`src/rtl/s2p_deserializer.sv`:
```
// ============================================================================
// s2p_deserializer
// ----------------------------------------------------------------------------
// Serial-to-parallel deserializer. Collects one bit per s_valid/s_ready beat
// into an N-bit shift register and hands each completed word to a one-word
// output register with a p_valid/p_ready handshake. Together the shift
// register and the output register hold up to two complete words, so the
// serial side only stalls once both are full.
//
// Parameters
//   N          word width in bits (N >= 2)
//   LSB_FIRST  1: k-th received bit goes to p_data[k]
//              0: k-th received bit goes to p_data[N-1-k]
//
// Ports
//   clk      in   single clock, everything updates on its rising edge
//   rst      in   synchronous active-high reset
//   s_data   in   serial data bit
//   s_valid  in   s_data is valid this cycle
//   s_ready  out  block accepts a serial bit this cycle (registered)
//   p_data   out  assembled N-bit word
//   p_valid  out  p_data holds a complete word (registered)
//   p_ready  in   downstream takes p_data this cycle
//   bit_cnt  out  bits of the current partial word accepted so far
// ============================================================================
module s2p_deserializer #(
    parameter int N         = 4,
    parameter bit LSB_FIRST = 1'b1
) (
    input  logic                 clk,
    input  logic                 rst,
    input  logic                 s_data,
    input  logic                 s_valid,
    output logic                 s_ready,
    output logic [N-1:0]         p_data,
    output logic                 p_valid,
    input  logic                 p_ready,
    output logic [$clog2(N)-1:0] bit_cnt
);

    localparam int CW = $clog2(N);

    // COLLECT: shift register is filling, serial side open.
    // PENDING: shift register holds a finished word that could not move
    //          into the occupied output register, serial side closed.
    typedef enum logic {
        COLLECT,
        PENDING
    } state_t;

    state_t          state;
    state_t          state_next;

    logic [CW-1:0]   bit_cnt_q;
    logic [CW-1:0]   bit_cnt_next;
    logic [N-1:0]    shift_q;
    logic [N-1:0]    shift_next;
    logic [N-1:0]    word_with_bit;
    logic [N-1:0]    p_data_q;
    logic [N-1:0]    p_data_next;
    logic            p_valid_q;
    logic            p_valid_next;
    logic            s_ready_q;
    logic            s_ready_next;

    logic            s_beat;
    logic            p_beat;
    logic            word_done;
    logic [CW-1:0]   wr_idx;

    // Handshake qualifiers. Both use only registered ready/valid, so no
    // input reaches an output combinationally.
    assign s_beat    = s_valid && s_ready_q;
    assign p_beat    = p_valid_q && p_ready;
    assign word_done = (bit_cnt_q == CW'(N - 1));

    // Bit position of the incoming bit inside the word. MSB-first simply
    // mirrors the counter so the first bit lands in the top position.
    always_comb begin
        if (LSB_FIRST) begin
            wr_idx = bit_cnt_q;
        end else begin
            wr_idx = CW'(N - 1) - bit_cnt_q;
        end
    end

    // Current shift register contents with the incoming bit merged in.
    // On the completing beat this is the full word, which is what lets the
    // output register load it in the same edge without an extra cycle.
    always_comb begin
        word_with_bit         = shift_q;
        word_with_bit[wr_idx] = s_data;
    end

    // Next-state and datapath decisions. A parallel beat empties the
    // output register by default; any load in the same edge overrides that
    // so back-to-back words flow without a bubble.
    always_comb begin
        state_next   = state;
        bit_cnt_next = bit_cnt_q;
        shift_next   = shift_q;
        p_data_next  = p_data_q;
        p_valid_next = p_valid_q;

        if (p_beat) begin
            p_valid_next = 1'b0;
        end

        case (state)
            COLLECT: begin
                if (s_beat) begin
                    shift_next = word_with_bit;
                    if (word_done) begin
                        bit_cnt_next = '0;
                        if (!p_valid_q || p_beat) begin
                            p_data_next  = word_with_bit;
                            p_valid_next = 1'b1;
                        end else begin
                            state_next = PENDING;
                        end
                    end else begin
                        bit_cnt_next = bit_cnt_q + CW'(1);
                    end
                end
            end

            PENDING: begin
                if (p_beat) begin
                    p_data_next  = shift_q;
                    p_valid_next = 1'b1;
                    state_next   = COLLECT;
                end
            end

            default: begin
                state_next = COLLECT;
            end
        endcase

        s_ready_next = (state_next == COLLECT);
    end

    // State register.
    always_ff @(posedge clk) begin
        if (rst) begin
            state <= COLLECT;
        end else begin
            state <= state_next;
        end
    end

    // Datapath registers. s_ready is held low during reset even though the
    // state is COLLECT, so the serial side only opens on the first edge
    // after reset is released.
    always_ff @(posedge clk) begin
        if (rst) begin
            bit_cnt_q <= '0;
            shift_q   <= '0;
            p_data_q  <= '0;
            p_valid_q <= 1'b0;
            s_ready_q <= 1'b0;
        end else begin
            bit_cnt_q <= bit_cnt_next;
            shift_q   <= shift_next;
            p_data_q  <= p_data_next;
            p_valid_q <= p_valid_next;
            s_ready_q <= s_ready_next;
        end
    end

    assign s_ready = s_ready_q;
    assign p_data  = p_data_q;
    assign p_valid = p_valid_q;
    assign bit_cnt = bit_cnt_q;

endmodule

```
`config.mk`:
```
export PLATFORM = sky130hd
export DESIGN_NAME = s2p_deserializer
export DESIGN_NICKNAME = d
export VERILOG_FILES = /design/src/rtl/s2p_deserializer.sv
export SDC_FILE = /design/constraint.sdc
export NUM_CORES = 1
export LEC_CHECK = 0
export BUFFER_PORTS_ARGS = -buffer_cell sky130_fd_sc_hd__buf_4
export CAP_MARGIN = 20
export CORE_MARGIN = 8
export CORE_UTILIZATION = 23
export DETAILED_ROUTE_END_ITERATION = 12
export PLACE_DENSITY = 0.37
export SLEW_MARGIN = 40
export SYNTH_ARGS = -nofsm -noshare
export SYNTH_HDL_FRONTEND = slang
export SYNTH_SLANG_ARGS = --single-unit
export TNS_END_PERCENT = 10
```
`constraint.sdc`:
```
create_clock -name clk -period 1.2 [get_ports clk]
set_input_delay 0.24 -clock clk [delete_from_list [all_inputs] [get_ports clk]]
set_output_delay 0.24 -clock clk [all_outputs]
set_load 0.05 [all_outputs]
```
-- Yosys cells after proc, flatten, opt, wreduce, memory -nomap -nowiden
Cells that the tools add are included.
- register bits after elaboration: 13
- latch bits: 0
- memory bits (writable): 0
- ROM bits: 0
- input bits: 5
- output and inout bits: 8
- logic and storage cells: 43
- memories kept: 0
- add/sub/neg operators: 1
- $mul: 0
- div/mod/pow operators: 0
- order comparisons: 2
- equality and inequality tests: 5
- shift operators: 0
- mux-type cells: 20
- bitwise logic cells: 2
- reductions and logical operators: 7
- operators by type and width (operator ; number):
    2-to-1 mux 4 bit ; 4
    2-to-1 mux 1 bit ; 10
    one-hot mux 4 bit (2 select lines) ; 1
    != test 2 bit, second input constant ; 3
    bitwise mux 4 bit ; 1
    one-hot mux 1 bit (2 select lines) ; 2
    AND reduction 4 bit ; 1
    logical AND 1 bit ; 3
    < comparator 2 x 3 -> 1 bit, second input constant ; 1
    adder 2 x 1 -> 2 bit, second input constant ; 1
    demux 1 bit (select 2 bit) ; 1
    equality test 2 bit, second input constant ; 1
    >= comparator 2 x 1 -> 1 bit, second input constant ; 1
    2-to-1 mux 2 bit ; 1
    != test 2 x 1 -> 1 bit, second input constant ; 1
    NOT 1 bit ; 2
    AND reduction 2 bit ; 1
    logical NOT 1 bit ; 1
    logical OR 1 bit ; 1

-- Depth between registers and ports, before layout
- word-level depth: 9
- depth in mapped cells: 5
- depth with buffers taken out: 5

-- Worst setup path before layout
Ideal clock, no wire load.
- path kind: register to register
- start point: reg bit_cnt_q[0] (netlist: bit_cnt[0])
- end point: reg p_data_q[0] (netlist: p_data[0])
- arrival: 1495 ps
- required time: 1114 ps
- slack: -380 ps
- cell stages (with the launch flop): 6
- period minus slack after synthesis: 1580 ps
- cells stage by stage: dfxtp_1 -> inv_1 -> ha_1 -> nor2b_1 -> mux2i_1 -> a211oi_1
- longest elaborated chain between the ends: 9
- RTL lines (element ; RTL line ; source):
    start: declaration ; 54 ; logic [CW-1:0] bit_cnt_q;
    start signal: assignment ; 163 ; bit_cnt_q <= bit_cnt_next;
    < comparator 2 x 3 -> 1 bit (implied by the code) / >= comparator 2 x 1 -> 1 bit (equally long branches) ; 92 ; word_with_bit[wr_idx] = s_data;
    logical AND 1 bit (implied by the code) ; 92 ;
    2-to-1 mux 1 bit (implied by the code) ; 92 ;
    demux 1 bit (select 2 bit) ; 92 ;
    bitwise mux 4 bit ; 92 ;
    2-to-1 mux 4 bit ; 115 ; if (!p_valid_q || p_beat) begin
    2-to-1 mux 4 bit ; 113 ; if (word_done) begin
    2-to-1 mux 4 bit ; 111 ; if (s_beat) begin
    one-hot mux 4 bit (2 select lines) ; 109 ; case (state)
    end signal: assignment ; 165 ; p_data_q <= p_data_next;
    end: declaration ; 59 ; logic [N-1:0] p_data_q;
Parallel ways exist; a longest one is shown, timed or not. The select of a mux whose other input is x is not followed.
A chain may end at the register's enable or synchronous reset.

-- Worst setup path in the final report
- start point: reg bit_cnt_q[0] (netlist: bit_cnt[0])
- end point: reg p_data_q[2] (netlist: p_data[2])
Same word-level chain as after synthesis.

==> impl_metrics.yaml <==
status:
  status: "finished, violations left"
  failed_checks: "negative setup slack"
synth:
  ys_seq_elements: 13
  yosysSeqAreaShare_pct: 37.7
  syn_avg_cell_area_um2: 10.1
  synth_edf_count: 0
  netlist.area_leader.share_pct: 37.7
  synth_common_cells: "dfxtp_1 (13), mux2i_1 (9), nor2_1 (6)"
  ys.flop_type: "dfxtp_1"
  yosys_warnings: 0
  syn_nets: 78
  synth_cell_types: 23
  syn_inst: 68
  synth_area_um2: 689
  async_flop_share_pct: 0
  post-synth-top-count-cell: "dfxtp_1"
  synth.area.top_cells: "dfxtp_1 (38%), mux2i_1 (13%), ha_1 (9.1%)"
  synth_top_area_cell: "dfxtp_1"
detailed_routing:
  dr.pass1.iters: 2
  wl_mm: 1.66
  vias: 555
  vias_per_cell: 4.70
  routedWlPerCell_um: 14.1
  ant_nets: 0
  drtIter0Drc: 26
  drc: 0
place:
  numPortBuffers: 12
  pre_cts_ws_ns: -0.0470
  dp_hpwl_mm: 1.19
  routabilityCongestion: 0.644
setup_path:
  rr_worst_depth: 4
  worstReg2RegEnd: "p_data[2]"
  cp_max_fo: 5
  cp.required_ns: 1.41
  cp-end-kind: "flop"
  regToRegSetupSlack_ns: -0.03
  regToRegStartpoint: "bit_cnt[0]"
  critical_path_arrival_ns: 1.43
  cp-start-kind: "flop"
  critical_path_class: "flop to flop"
timing:
  tightest_slew_ns: 0.265
  fin_crit_sh_pct: 102
  slew-limit-headroom_pct: 82.3
  hold_ws_ns: 0.221
  fin_ws_ns: -0.0250
  rsz0062_at_grt: "yes"
  fin_crit_ns: 1.23
  drv_slew: 0
  fin_setup_tns_ns: -0.0258
  clock.fmax_mhz: 816
  setup_violations: 2
  hold_viol_final: 0
  clock_skew_ns: 0.00376
clocking:
  insertion_delay_ns: 0.28
  cts_tree: "yes"
  numCtsBuffers: 3
  cts_setup_buffers: 0
  clockBufferDepth: 2
  root_buffer: "clkbuf_4"
  path_clk_slew_ns: 0.09
  cts_sinks: 13
  h-tree-depth: 1
min_path:
  min_path_cells: 3
  min_path_type: "input port to flop"
  worstHoldEndpoint: "s_ready"
  hp-start: "p_ready"
cells_and_area:
  diodes: 0
  areaGrowthSynthToFinish_pct: 38.8
  final_layout_size_suffix_gt1_share_pct: 47.1
  layout.nets: 96
  post-route-util_pct: 32.4
global_route:
  grt_first_pass_wirelength_mm: 2.66
  antenna_found_initial: 0
  grt_overflow_total: 0
  grt_max_degree: 14
  track_usage_pct: 6.82
  grt_pass1_vias: 522
pwr:
  power.density_mw_per_mm2: 892
  p_sw_share_pct: 27.9
  p_clk_share_pct: 33.7
  p_switching_mw: 0.238
  p_comb_share_pct: 13.8
  power_frac_seq_pct: 52.5
  irDropWorstVdd_uv: 365
  p_int_mw: 0.616
  cellLeakagePower_nw: 0.394
die:
  die_y_um: 70.8
  core_area_mm2: 0.00295
  fp.dieW_um: 70.8
  ios: 13
  start_util_pct: 23.3
  std_cell_rows: 20
  die_area_mm2: 0.00501
flow_run:
  maxCapViolCount: 0
power by group through the flow:
stage | clock network [mW] | logic [mW] | registers [mW]
2_1_floorplan | 0 | 0.0457 | 0.477
3_5_place_dp | 0 | 0.106 | 0.459
5_1_grt | 0.317 | 0.126 | 0.451
4_1_cts | 0.304 | 0.116 | 0.449
3_3_place_gp | 0 | 0.108 | 0.459
6_report | 0.288 | 0.117 | 0.448
state kept, by name, summed over array words and instances, names as in the netlist:
register and flops:
p_data 4, shift_q 4, bit_cnt 2, p_valid 1, s_ready 1, state 1
worst max-delay path, cell delays in order, from the launching register on:
cell and delay [ns]:
dfxtp_4 0.38, ha_4 0.17, a31o_4 0.23, and3_4 0.18, a211oi_2 0.20
kinds of logic after synthesis:
group                      Yosys count  synth area share (%)
adders and majority gates            5                  9.07
AOI/OAI and AO/OA                   14                  14.9
muxes                                9                  13.1
and+or+nand+nor                     21                  20.9
DFF                                 13                  37.7
buffers and inverters                6                  4.35
worst max path at each step:
stage	from	end	slack [ns]	cells past startpoint
floorplan	bit_cnt[1]	p_data[0]	-0.03	4
finish	bit_cnt[0]	p_data[2]	-0.03	4
CTS	bit_cnt[0]	p_data[2]	-0.03	4
global route	bit_cnt[0]	p_data[2]	-0.06	5
detailed placement	bit_cnt[0]	p_data[2]	-0.05	5
global placement	bit_cnt[1]	p_data[1]	-0.05	5
through the flow:
step                total power, mW  area [µm²]  instances
finish                        0.853         957        118
CTS                           0.870         945        118
global route                  0.893         957        118
floorplan                     0.523         728         68
global placement              0.567         883        114
detailed placement            0.565         883        114
cell type report:
cell class / instances / area (µm²)
Clock buffer: 4 / 26.3
Inverter: 3 / 11.3
Timing Repair Buffer: 16 / 144
Fill cell: 313 / 2000
Sequential cell: 13 / 277
Tap cell: 33 / 41.3
Multi-Input combinational cell: 49 / 458
cells in the final DEF, fill, tap and decap left out:
cell / count
nand2_1: 1
or3_1: 1
nor2b_1: 2
a41oi_1: 1
inv_1: 1
ha_1: 3
a211oi_2: 4
dfxtp_4: 4
buf_6: 1
nand4b_1: 4
mux2i_2: 2
a31o_4: 1
mux2i_1: 7
ha_2: 1
dfxtp_1: 8
or2b_1: 1
clkbuf_4: 3
buf_4: 13
a31oi_1: 4
nor2b_2: 1
a21oi_1: 3
nand2b_1: 1
o21ai_0: 1
and3_4: 1
dfxtp_2: 1
ha_4: 1
buf_8: 1
inv_2: 2
nor2b_4: 2
buf_12: 1
nand3b_4: 1
nor2_1: 6
clkbuf_1: 1
layer usage:
layer | up-vias | part of all wire (%) | global-route usage, %
li1 | 283 | - | -
met2 | 11 | 41 | 9.58
met4 | 0 | 0.84 | 2.08
met3 | 2 | 5.3 | 3.53
met5 | - | 0 | 0
met1 | 259 | 53 | 8.73
what timing repair did:
action,in CTS,in global routing
gates resized for setup,9,5
hold endpoints to repair,0,0
hold buffers,0,0
pin swaps,2,0
endpoints found under the setup margin,7,8
(Power assumes the default switching activity.)
